`src/rtl/data_mem_arbiter.sv`:
```
// rtl/data_mem_arbiter.sv - two-port round-robin arbiter in front of a 1K-word data memory
// Each access takes IDLE -> ACCESS -> ACK; bad addresses are answered with Err instead of touching memory.
module data_mem_arbiter (
  input  logic        Clk,
  input  logic        Reset,
  input  logic        Req0,
  input  logic        Req1,
  input  logic        Wr0,
  input  logic        Wr1,
  input  logic [31:0] Addr0,
  input  logic [31:0] Addr1,
  input  logic [31:0] WData0,
  input  logic [31:0] WData1,
  output logic        Ack0,
  output logic        Ack1,
  output logic        Err0,
  output logic        Err1,
  output logic [31:0] RData0,
  output logic [31:0] RData1,
  output logic        Busy,
  output logic [31:0] MemAddress,
  output logic [31:0] MemWriteData,
  output logic        MemWrite,
  output logic        MemRead,
  input  logic [31:0] MemReadData
);

  typedef enum logic [1:0] {
    IDLE   = 2'd0,
    ACCESS = 2'd1,
    ACK    = 2'd2
  } state_t;

  state_t      r_state;
  state_t      w_next;
  logic        r_grant;
  logic        r_last_grant;
  logic        w_win;
  logic        w_wr;
  logic [31:0] w_addr;
  logic [31:0] w_wdata;
  logic        w_valid;
  logic        w_access;
  logic        w_start;

  always_comb begin
    w_wr    = r_grant ? Wr1 : Wr0;
    w_addr  = r_grant ? Addr1 : Addr0;
    w_wdata = r_grant ? WData1 : WData0;
    w_valid = (w_addr[1:0] == 2'b00) && (w_addr[31:12] == 20'd0);
    // On a tie the port that did not win last time gets the grant.
    w_win   = (Req0 && Req1) ? ~r_last_grant : Req1;
    w_next  = r_state;
    case (r_state)
      IDLE:    if (Req0 || Req1) w_next = ACCESS;
      ACCESS:  w_next = ACK;
      ACK:     w_next = IDLE;
      default: w_next = IDLE;
    endcase
  end

  assign w_access = (r_state == ACCESS);
  assign w_start  = (r_state == IDLE) && (Req0 || Req1);

  // Strobes are gated by Reset so an access interrupted by reset never commits.
  always_comb begin
    MemAddress   = 32'd0;
    MemWriteData = 32'd0;
    MemWrite     = 1'b0;
    MemRead      = 1'b0;
    if (w_access) begin
      MemAddress   = w_addr;
      MemWriteData = w_wdata;
      MemWrite     = Reset && w_valid && w_wr;
      MemRead      = Reset && w_valid && !w_wr;
    end
  end

  assign Busy = (r_state != IDLE);

  always_ff @(posedge Clk) begin
    if (!Reset) begin
      r_state      <= IDLE;
      r_grant      <= 1'b0;
      r_last_grant <= 1'b1;
      Ack0         <= 1'b0;
      Ack1         <= 1'b0;
      Err0         <= 1'b0;
      Err1         <= 1'b0;
      RData0       <= 32'd0;
      RData1       <= 32'd0;
    end else begin
      r_state <= w_next;
      Ack0    <= 1'b0;
      Ack1    <= 1'b0;
      Err0    <= 1'b0;
      Err1    <= 1'b0;
      if (w_start) begin
        r_grant      <= w_win;
        r_last_grant <= w_win;
      end
      if (w_access) begin
        if (r_grant) begin
          Ack1 <= 1'b1;
          Err1 <= ~w_valid;
          if (w_valid && !w_wr) RData1 <= MemReadData;
        end else begin
          Ack0 <= 1'b1;
          Err0 <= ~w_valid;
          if (w_valid && !w_wr) RData0 <= MemReadData;
        end
      end
    end
  end

endmodule

```
`config.mk`:
```
export PLATFORM = sky130hd
export DESIGN_NAME = data_mem_arbiter
export DESIGN_NICKNAME = d
export VERILOG_FILES = /design/src/rtl/data_mem_arbiter.sv
export SDC_FILE = /design/constraint.sdc
export NUM_CORES = 1
export LEC_CHECK = 0
export CAP_MARGIN = 0
export CORE_AREA = 2 2 117 119
export CTS_BUF_LIST = sky130_fd_sc_hd__clkbuf_2
export CTS_CLUSTER_SIZE = 8
export DETAILED_ROUTE_END_ITERATION = 7
export DIE_AREA = 0 0 119 121
export GPL_TIMING_DRIVEN = 0
export MAX_ROUTING_LAYER = met4
export PLACE_DENSITY = 0.71
export REMOVE_ABC_BUFFERS = 1
export SLEW_MARGIN = 20
export SYNTH_ARGS = -nofsm -noshare
export SYNTH_HDL_FRONTEND = slang
export SYNTH_SLANG_ARGS = --single-unit
```
`constraint.sdc`:
```
create_clock -name Clk -period 5.8 [get_ports Clk]
set_clock_uncertainty 0.1 [all_clocks]
set_input_delay 0.58 -clock Clk [delete_from_list [all_inputs] [get_ports Clk]]
set_output_delay 0.58 -clock Clk [all_outputs]
set_load 0.05 [all_outputs]
```
== Word level (Yosys, flattened, before mapping) ==
Cells that the tools add are included.

* Equal/unequal tests: 2
* Muxes and demuxes: 12
* Bitwise logic cells: 5
* Reductions and logical operators: 18

{| class="wikitable"
|+ Operators by type and width
! kind !! count
|-
| 32-bit 2-to-1 mux || 4
|-
| 20-bit logical NOT || 1
|-
| 3-bit AND reduction || 3
|-
| 1-bit logical AND || 7
|-
| 1-bit 2-to-1 mux || 6
|-
| 1-bit inverter || 5
|-
| 2-bit logical NOT || 2
|-
| 2-bit one-hot mux with 2 select lines || 1
|-
| 3-bit OR reduction || 1
|-
| 2-bit by 1-bit equality test with 1-bit output, second input constant || 1
|-
| 2-bit 2-to-1 mux || 1
|-
| 2-bit inequality test, second input constant || 1
|-
| 2-bit AND reduction || 1
|-
| 2-bit nonzero test || 1
|-
| 1-bit logical NOT || 1
|-
| 1-bit logical OR || 1
|}

* Flip-flop bits (word level): 72
* Output and inout bits: 135

== Longest topological paths before layout ==
Gate-level depths: netlist of run 1.

* Depth after elaboration: 6
* Mapped depth: 7
* Mapped depth without buffers: 4

== Worst setup path before layout of run 1 ==
Ideal clock, no wire load.

* Kind: input to output
* Start point: input Addr1[13]
* End point: output MemRead
* Arrival time: 2.522 ns
* Required time: 5.120 ns
* Slack: 2.598 ns
* Stages on the path: 4
* Cell sequence: nor4_1 nand4_1 mux2_2 nor3b_1

* Word-level cells in the longest chain between the ends: 6

{| class="wikitable"
|+ Ends and longest elaborated chain
! what !! RTL line !! source
|-
| from (decl) || 11 || <nowiki>input logic [31:0] Addr1,</nowiki>
|-
| 32-bit 2-to-1 mux || 48 || <nowiki>w_addr = r_grant ? Addr1 : Addr0;</nowiki>
|-
| 20-bit logical NOT || 50 || <nowiki>w_valid = (w_addr[1:0] == 2'b00) && (w_addr[31:12] == 20'd0);</nowiki>
|-
| 1-bit logical AND || 50 ||
|-
| 1-bit logical AND (2 in a row) || 75 || <nowiki>MemRead = Reset && w_valid && !w_wr;</nowiki>
|-
| 1-bit 2-to-1 mux || 71 || <nowiki>if (w_access) begin</nowiki>
|-
| to (decl) || 24 || <nowiki>output logic MemRead,</nowiki>
|}

Every way passes these cells.

== Worst setup path after layout of run 1 ==
* Start point: register r_grant
* End point: output MemRead

* Word-level cells in the longest chain between the ends: 6
* Elaborated cells between the ends (all ways): 9
* Those cells by class: 3 x mux; 6 x reduce/logical

{| class="wikitable"
|+ Ends and longest elaborated chain
! what !! RTL line !! source
|-
| from (decl) || 36 || <nowiki>logic r_grant;</nowiki>
|-
| from (signal assigned) || 99 || <nowiki>r_grant <= w_win;</nowiki>
|-
| 32-bit 2-to-1 mux || 48 ||
|-
| 20-bit logical NOT or 2-bit logical NOT (tied branches) || 50 ||
|-
| 1-bit logical AND || 50 ||
|-
| 1-bit logical AND || 75 ||
|-
| 1-bit logical AND (*) || 75 ||
|-
| 1-bit 2-to-1 mux (*) || 71 ||
|}

Every way passes the cells marked *; elsewhere a longest branch is shown, timed or not.

==> metrics.csv, run 1 <==
metric,value,unit
status,finished clean,
post-CTS sizing,0,
final setup vio count,0,
Syn Area/Cell,8.70,sq um
cts-stage hold buffer count,0,
GRT Util Overall,21.5,%
Routed Antenna Nets,0,
FF-to-FF setup slack,2.73,ns
input/output buffers,300,
Leak,0.00270,uW
"Clk pin slew, worst setup/hold paths",0.22,ns
DR WL/cell,17.2,um
drt first pass iters,4,
number of synthesized flops with an enable pin,0,
initial antenna violation count,0,
full die area,14400,sq um
initial drt markers,154,
Std-Cell Rows,42,
final worst path period share,67.8,%
RSZ-0062 raised after global routing,no,
drt total wl,15500,um
Multi-input gate area,2190,sq um
register area share after synthesis,38.0,%
Final Util,54.1,%
max-slew violation count,0,
total of warnings raised by yosys,0,
Cells after Synth,436,
HP Class,primary input to flip-flop,
mapped cell area,3790,sq um
Die W,119,um
Top Ports,301,
vias in the first global route,4207,
power density cells,176,nW/um^2
die height,121,um
number of setup buffers added after CTS,0,
Max Cap Viol,0,
Final #Nets,886,
Yosys reg bits,72,
Inserted Diodes,0,
dpl hpwl,12400,um
min Tclk post-route,3.93,ns
vias per cell,4.63,
Reg area,1450,sq um
CP Launch Type,flip-flop,
final hold violation count,0,
Max-Slew Margin vs Limit,49.8,%
clock root buffer,clkbuf_2,
residual DRC count,0,
Initial Utilization,29.0,%
CP required,5.12,ns
Final Non-Filler Cells,900,
"Async S/R FF share, synth",0,%
Critical Path End Type,output pin,
CTS tree,yes,
CTS Buf Count,9,
Clock Latency Late Sink,0.50,ns
CTS max path bufs,2,
layout cell share with drive strength beyond 1,4.42,%
first-pass GRT wire length,23200,um
clock sinks,72,
area of the core,13100,sq um
CP Class,flip-flop to output pin,
Arrival @ worst endpoint,3.25,ns
fmax,254,MHz
largest net degree at the start of global routing,75,
htree depth,3,
worst-path fanout max,42,
tightest hold margin,0.349,ns
worst slew pin tran,0.753,ns
number of fill cells,1161,
area grow syn2layout,86.9,%
Unique masters post-synth,29,
gp weighted congestion,0.928,
dpl cells,885,
Congestion Overflow GR,0,
prevailing post-synth register cell,dfxtp_1,
TNS Setup,0,ns
peak supply drop,0.0940,mV
DR vias,4168,
==> Yosys cell counts (all sizes together) (2+ instances only) <==
cell type  instances  area share (%)
nand2b             2            0.33
nor3b              2            0.53
nand4              2            0.33
nor4              11             2.5
nor2b              2            0.33
clkbuf            20             2.0
nand2            101              10
nor2              68             6.7
inv                2            0.20
buf               13             2.4
dfxtp             72              38
o21a               2            0.40
nor3               2            0.40
mux2i            129              34
==> routing by layer <==
| layer | wire length [um] | global-route usage [%] | vias up |
|---|---|---|---|
| li1 | - | - | 2035 |
| met1 | 6360 | 24.3 | 1934 |
| met2 | 7560 | 36.6 | 169 |
| met3 | 1220 | 6.58 | 30 |
| met4 | 329 | 6.62 | 0 |
| met5 | 0 | - | - |
==> where the power goes <==
part | switching [uW] | internal (uW) | leakage, uW
Combinational | 217 | 195 | 0.00204
Sequential | 10.6 | 499 | 0.000581
Clock | 184 | 143 | 0.0000784
==> logic make-up (layout without fill, tap and decap cells) <==
kind of cell	count (synthesis)	count (layout)	synth area share [%]
mux	130	130	34.4
buf+inv	35	323	4.55
compound gates	6	6	1.29
flops	72	72	38.0
simple gates	193	193	21.8
==> flip-flops by register name (all words and copies together) (netlist names) <==
register	count
Err1	1
RData0	32
Ack1	1
r_last_grant	1
Ack0	1
RData1	32
Err0	1
r_state	2
r_grant	1
==> area by class of cell <==
class | count | area share (%)
multi-input cells | 329 | 30.9
clock inverters | 5 | 1.15
well taps | 176 | 3.11
flip-flops and latches | 72 | 20.4
repair buffers | 306 | 43.7
clock buffers | 10 | 0.706
inverters | 2 | 0.106
==> critical path, cell delays in order (launching register included) <==
cell             delay [ns]
dfxtp_4                0.76
buf_16                 0.31
nor3b_2                0.23
a22oi_2                0.14
or2_1                  0.26
nor3b_1                0.17
clkdlybuf4s50_1        0.85
==> cells in the final DEF (no fill, tap or decap), types with 2 or more instances in the layout <==
| cell type | instances |
|---|---|
| buf_16 | 2 |
| nand2_1 | 101 |
| clkbuf_2 | 10 |
| bufinv_16 | 2 |
| buf_4 | 3 |
| nor4_1 | 8 |
| buf_6 | 2 |
| nand4_1 | 2 |
| mux2i_1 | 129 |
| o21a_1 | 2 |
| nor2_1 | 68 |
| nor4_2 | 2 |
| clkdlybuf4s50_1 | 299 |
| nor2b_1 | 2 |
| inv_1 | 2 |
| dfxtp_1 | 71 |
==> through the flow <==
stage               worst slack [ns]  instance area [sq um]  power, uW
finish                          1.87                   7090       1250
global route                    1.68                   7090       1300
CTS                             1.80                   7090       1260
detailed placement              1.99                   6950        931
global placement              -0.697                   6850        934
floorplan                      0.688                   3630        721
==> worst paths after layout <==
path,startpoint,endpoint,depth (start not counted)
max reg2reg,r_grant,RData1[14],8
min,Reset,RData1[17],3
max,r_grant,MemRead,6
min reg2reg,RData0[15],RData0[15],2
Power figures use the tool's default switching activity.
==> run 2: changes to the inputs <==
CORE_AREA = 2 2 116 118   (was 2 2 117 119)
DIE_AREA = 0 0 118 120   (was 0 0 119 121)
PLACE_DENSITY = 0.72   (was 0.71)
clock period = 4 ns   (was 5.8 ns; I/O delays follow)
==> metrics.csv, run 2 (synthesized netlist as in run 1, its figures left out) <==
metric,value,unit,change
Initial Utilization,29.2,%,+0.23 points
RSZ-0062 raised after global routing,no,,
initial antenna violation count,1,,+1
Top Registers,"RData0 x32, RData1 x32, r_state x2",,
max-slew violation count,0,,unchanged
Final #Nets,886,,unchanged
full die area,14200,sq um,-1.7%
worst slew pin tran,0.722,ns,-0.0310 ns
GRT Util Overall,21.7,%,+0.19 points
CTS Buf Count,9,,unchanged
htree depth,3,,unchanged
wire length on met3,1420,um,+16%
"commonest non-fill, non-tap cell in the layout",clkdlybuf4s50_1,,
layout cell share with drive strength beyond 1,4.14,%,-0.28 points
CP Class,flip-flop to output pin,,
clock root buffer,clkbuf_2,,
Max Cap Viol,0,,unchanged
Routed Antenna Nets,0,,unchanged
final hold violation count,0,,unchanged
drt first pass iters,4,,unchanged
Sw Share,33.9,%,+0.96 points
final setup vio count,0,,unchanged
clock sinks,72,,unchanged
die height,120,um,-0.83%
Die W,118,um,-0.84%
gp weighted congestion,0.884,,-4.8%
Congestion Overflow GR,0,,unchanged
number of setup buffers added after CTS,0,,unchanged
largest net degree at the start of global routing,87,,+16%
DR WL/cell,17.1,um,-0.31%
dpl cells,885,,unchanged
peak supply drop,0.174,mV,+85%
CP Launch Type,flip-flop,,
HP Class,primary input to flip-flop,,
vias per cell,4.58,,-1.1%
"Clk pin slew, worst setup/hold paths",0.21,ns,about the same
Final Non-Filler Cells,902,,+0.22%
DR vias,4131,,-0.89%
Met2 Wirelength,7640,um,+1.1%
Critical Path End Type,output pin,,
top routing layer used,met4,,
number of fill cells,1209,,+4.1%
CTS tree,yes,,
power density cells,245,nW/um^2,+39%
final worst path period share,89.2,%,
Clock power frac,23.0,%,-3.2 points
metal1 wirelength,6110,um,-3.9%
min Tclk post-route,3.57,ns,
drt total wl,15500,um,about the same
Power Total,1730,uW,+39%
input/output buffers,300,,unchanged
Leak,0.00268,uW,-0.59%
CTS max path bufs,2,,unchanged
post-CTS sizing,0,,unchanged
area grow syn2layout,86.3,%,
Top Ports,301,,unchanged
Sequential Power Share,42.7,%,+1.9 points
Std-Cell Rows,42,,unchanged
first-pass GRT wire length,23200,um,unchanged
dpl hpwl,12600,um,+1.5%
worst setup margin,0.434,ns,-1.44 ns
fmax,280,MHz,
Int Pwr,1140,uW,+37%
residual DRC count,0,,unchanged
worst-path fanout max,38,,-9.5%
sw power,587,uW,+43%
DP Worst Slack,0.569,ns,-1.42 ns
vias in the first global route,4156,,-1.2%
most frequent cells in the layout,"clkdlybuf4s50_1, mux2i_1, nand2_1, dfxtp_1, nor2_1",,
Arrival @ worst endpoint,3.07,ns,-0.18 ns
area of the core,13000,sq um,-0.80%
initial drt markers,192,,+25%
status,finished clean,,
CP required,3.50,ns,-1.62 ns
cts-stage hold buffer count,0,,unchanged
Max-Slew Margin vs Limit,51.9,%,+2.1 points
Combinational Power Share,34.3,%,+1.3 points
Clock Latency Late Sink,0.50,ns,about the same
[run 2: changes by cell type in the layout (fill, tap and decap cells not counted), sizes merged]
cell,delta
bufinv,-1
clkbuf,-1
clkinv,+4
diode,+1
inv,-1
[run 2: worst max-delay path, cell delays in order, from the launching register on]
cell and delay, ns:
dfxtp_4 0.79, buf_12 0.32, mux2_2 0.39, nor3b_1 0.20
clkdlybuf4s50_1 0.85
[run 2: final timing paths]
path | start | to | slack, ns | depth (start not counted)
hold / removal | Reset | RData1[25] | 0.13 | 3
hold reg to reg | RData0[17] | RData0[17] | 0.37 | 2
setup / recovery | r_grant | MemRead | 0.43 | 4
setup reg to reg | r_grant | RData1[23] | 1.30 | 6
[run 2: area by class of cell]
type / count / area [sq um] / share of cell area, %
Antenna cell: 1 / 2.50 / 0.0354
Clock buffer: 9 / 45.0 / 0.638
Clock inverter: 7 / 62.6 / 0.886
Inverter: 2 / 7.51 / 0.106
Multi-Input combinational cell: 329 / 2190 / 31.0
Sequential cell: 72 / 1450 / 20.5
Tap cell: 176 / 220 / 3.12
Timing Repair Buffer: 306 / 3090 / 43.8
[run 2: power by group through the flow]
stage                     logic [uW]  clock network, uW  registers [uW]
after floorplan                  279                  0             766
after global placement           583                  0             766
after detailed placement         593                  0             754
after CTS                        594                418             739
after global routing             623                439             742
final                            593                397             739
[run 2: per-stage QoR]
step	hold WS (ns)	setup TNS (ns)	util (%)	instance area, sq um
3_3_place_gp	0.341	-183.49	52.8	6850
6_report	0.132	0	54.4	7060
4_1_cts	0.0741	0	54.4	7060
2_1_floorplan	0.366	-55.95	-	3630
3_5_place_dp	0.351	0	53.6	6950
5_1_grt	0.0901	0	54.4	7060
[run 2: layer usage]
| layer | global-route usage [%] | vias to the layer above |
|---|---|---|
| met2 | 37.4 | 179 |
| li1 | - | 2038 |
| met1 | 23.8 | 1891 |
| met3 | 7.37 | 23 |
| met5 | - | - |
| met4 | 6.40 | 0 |
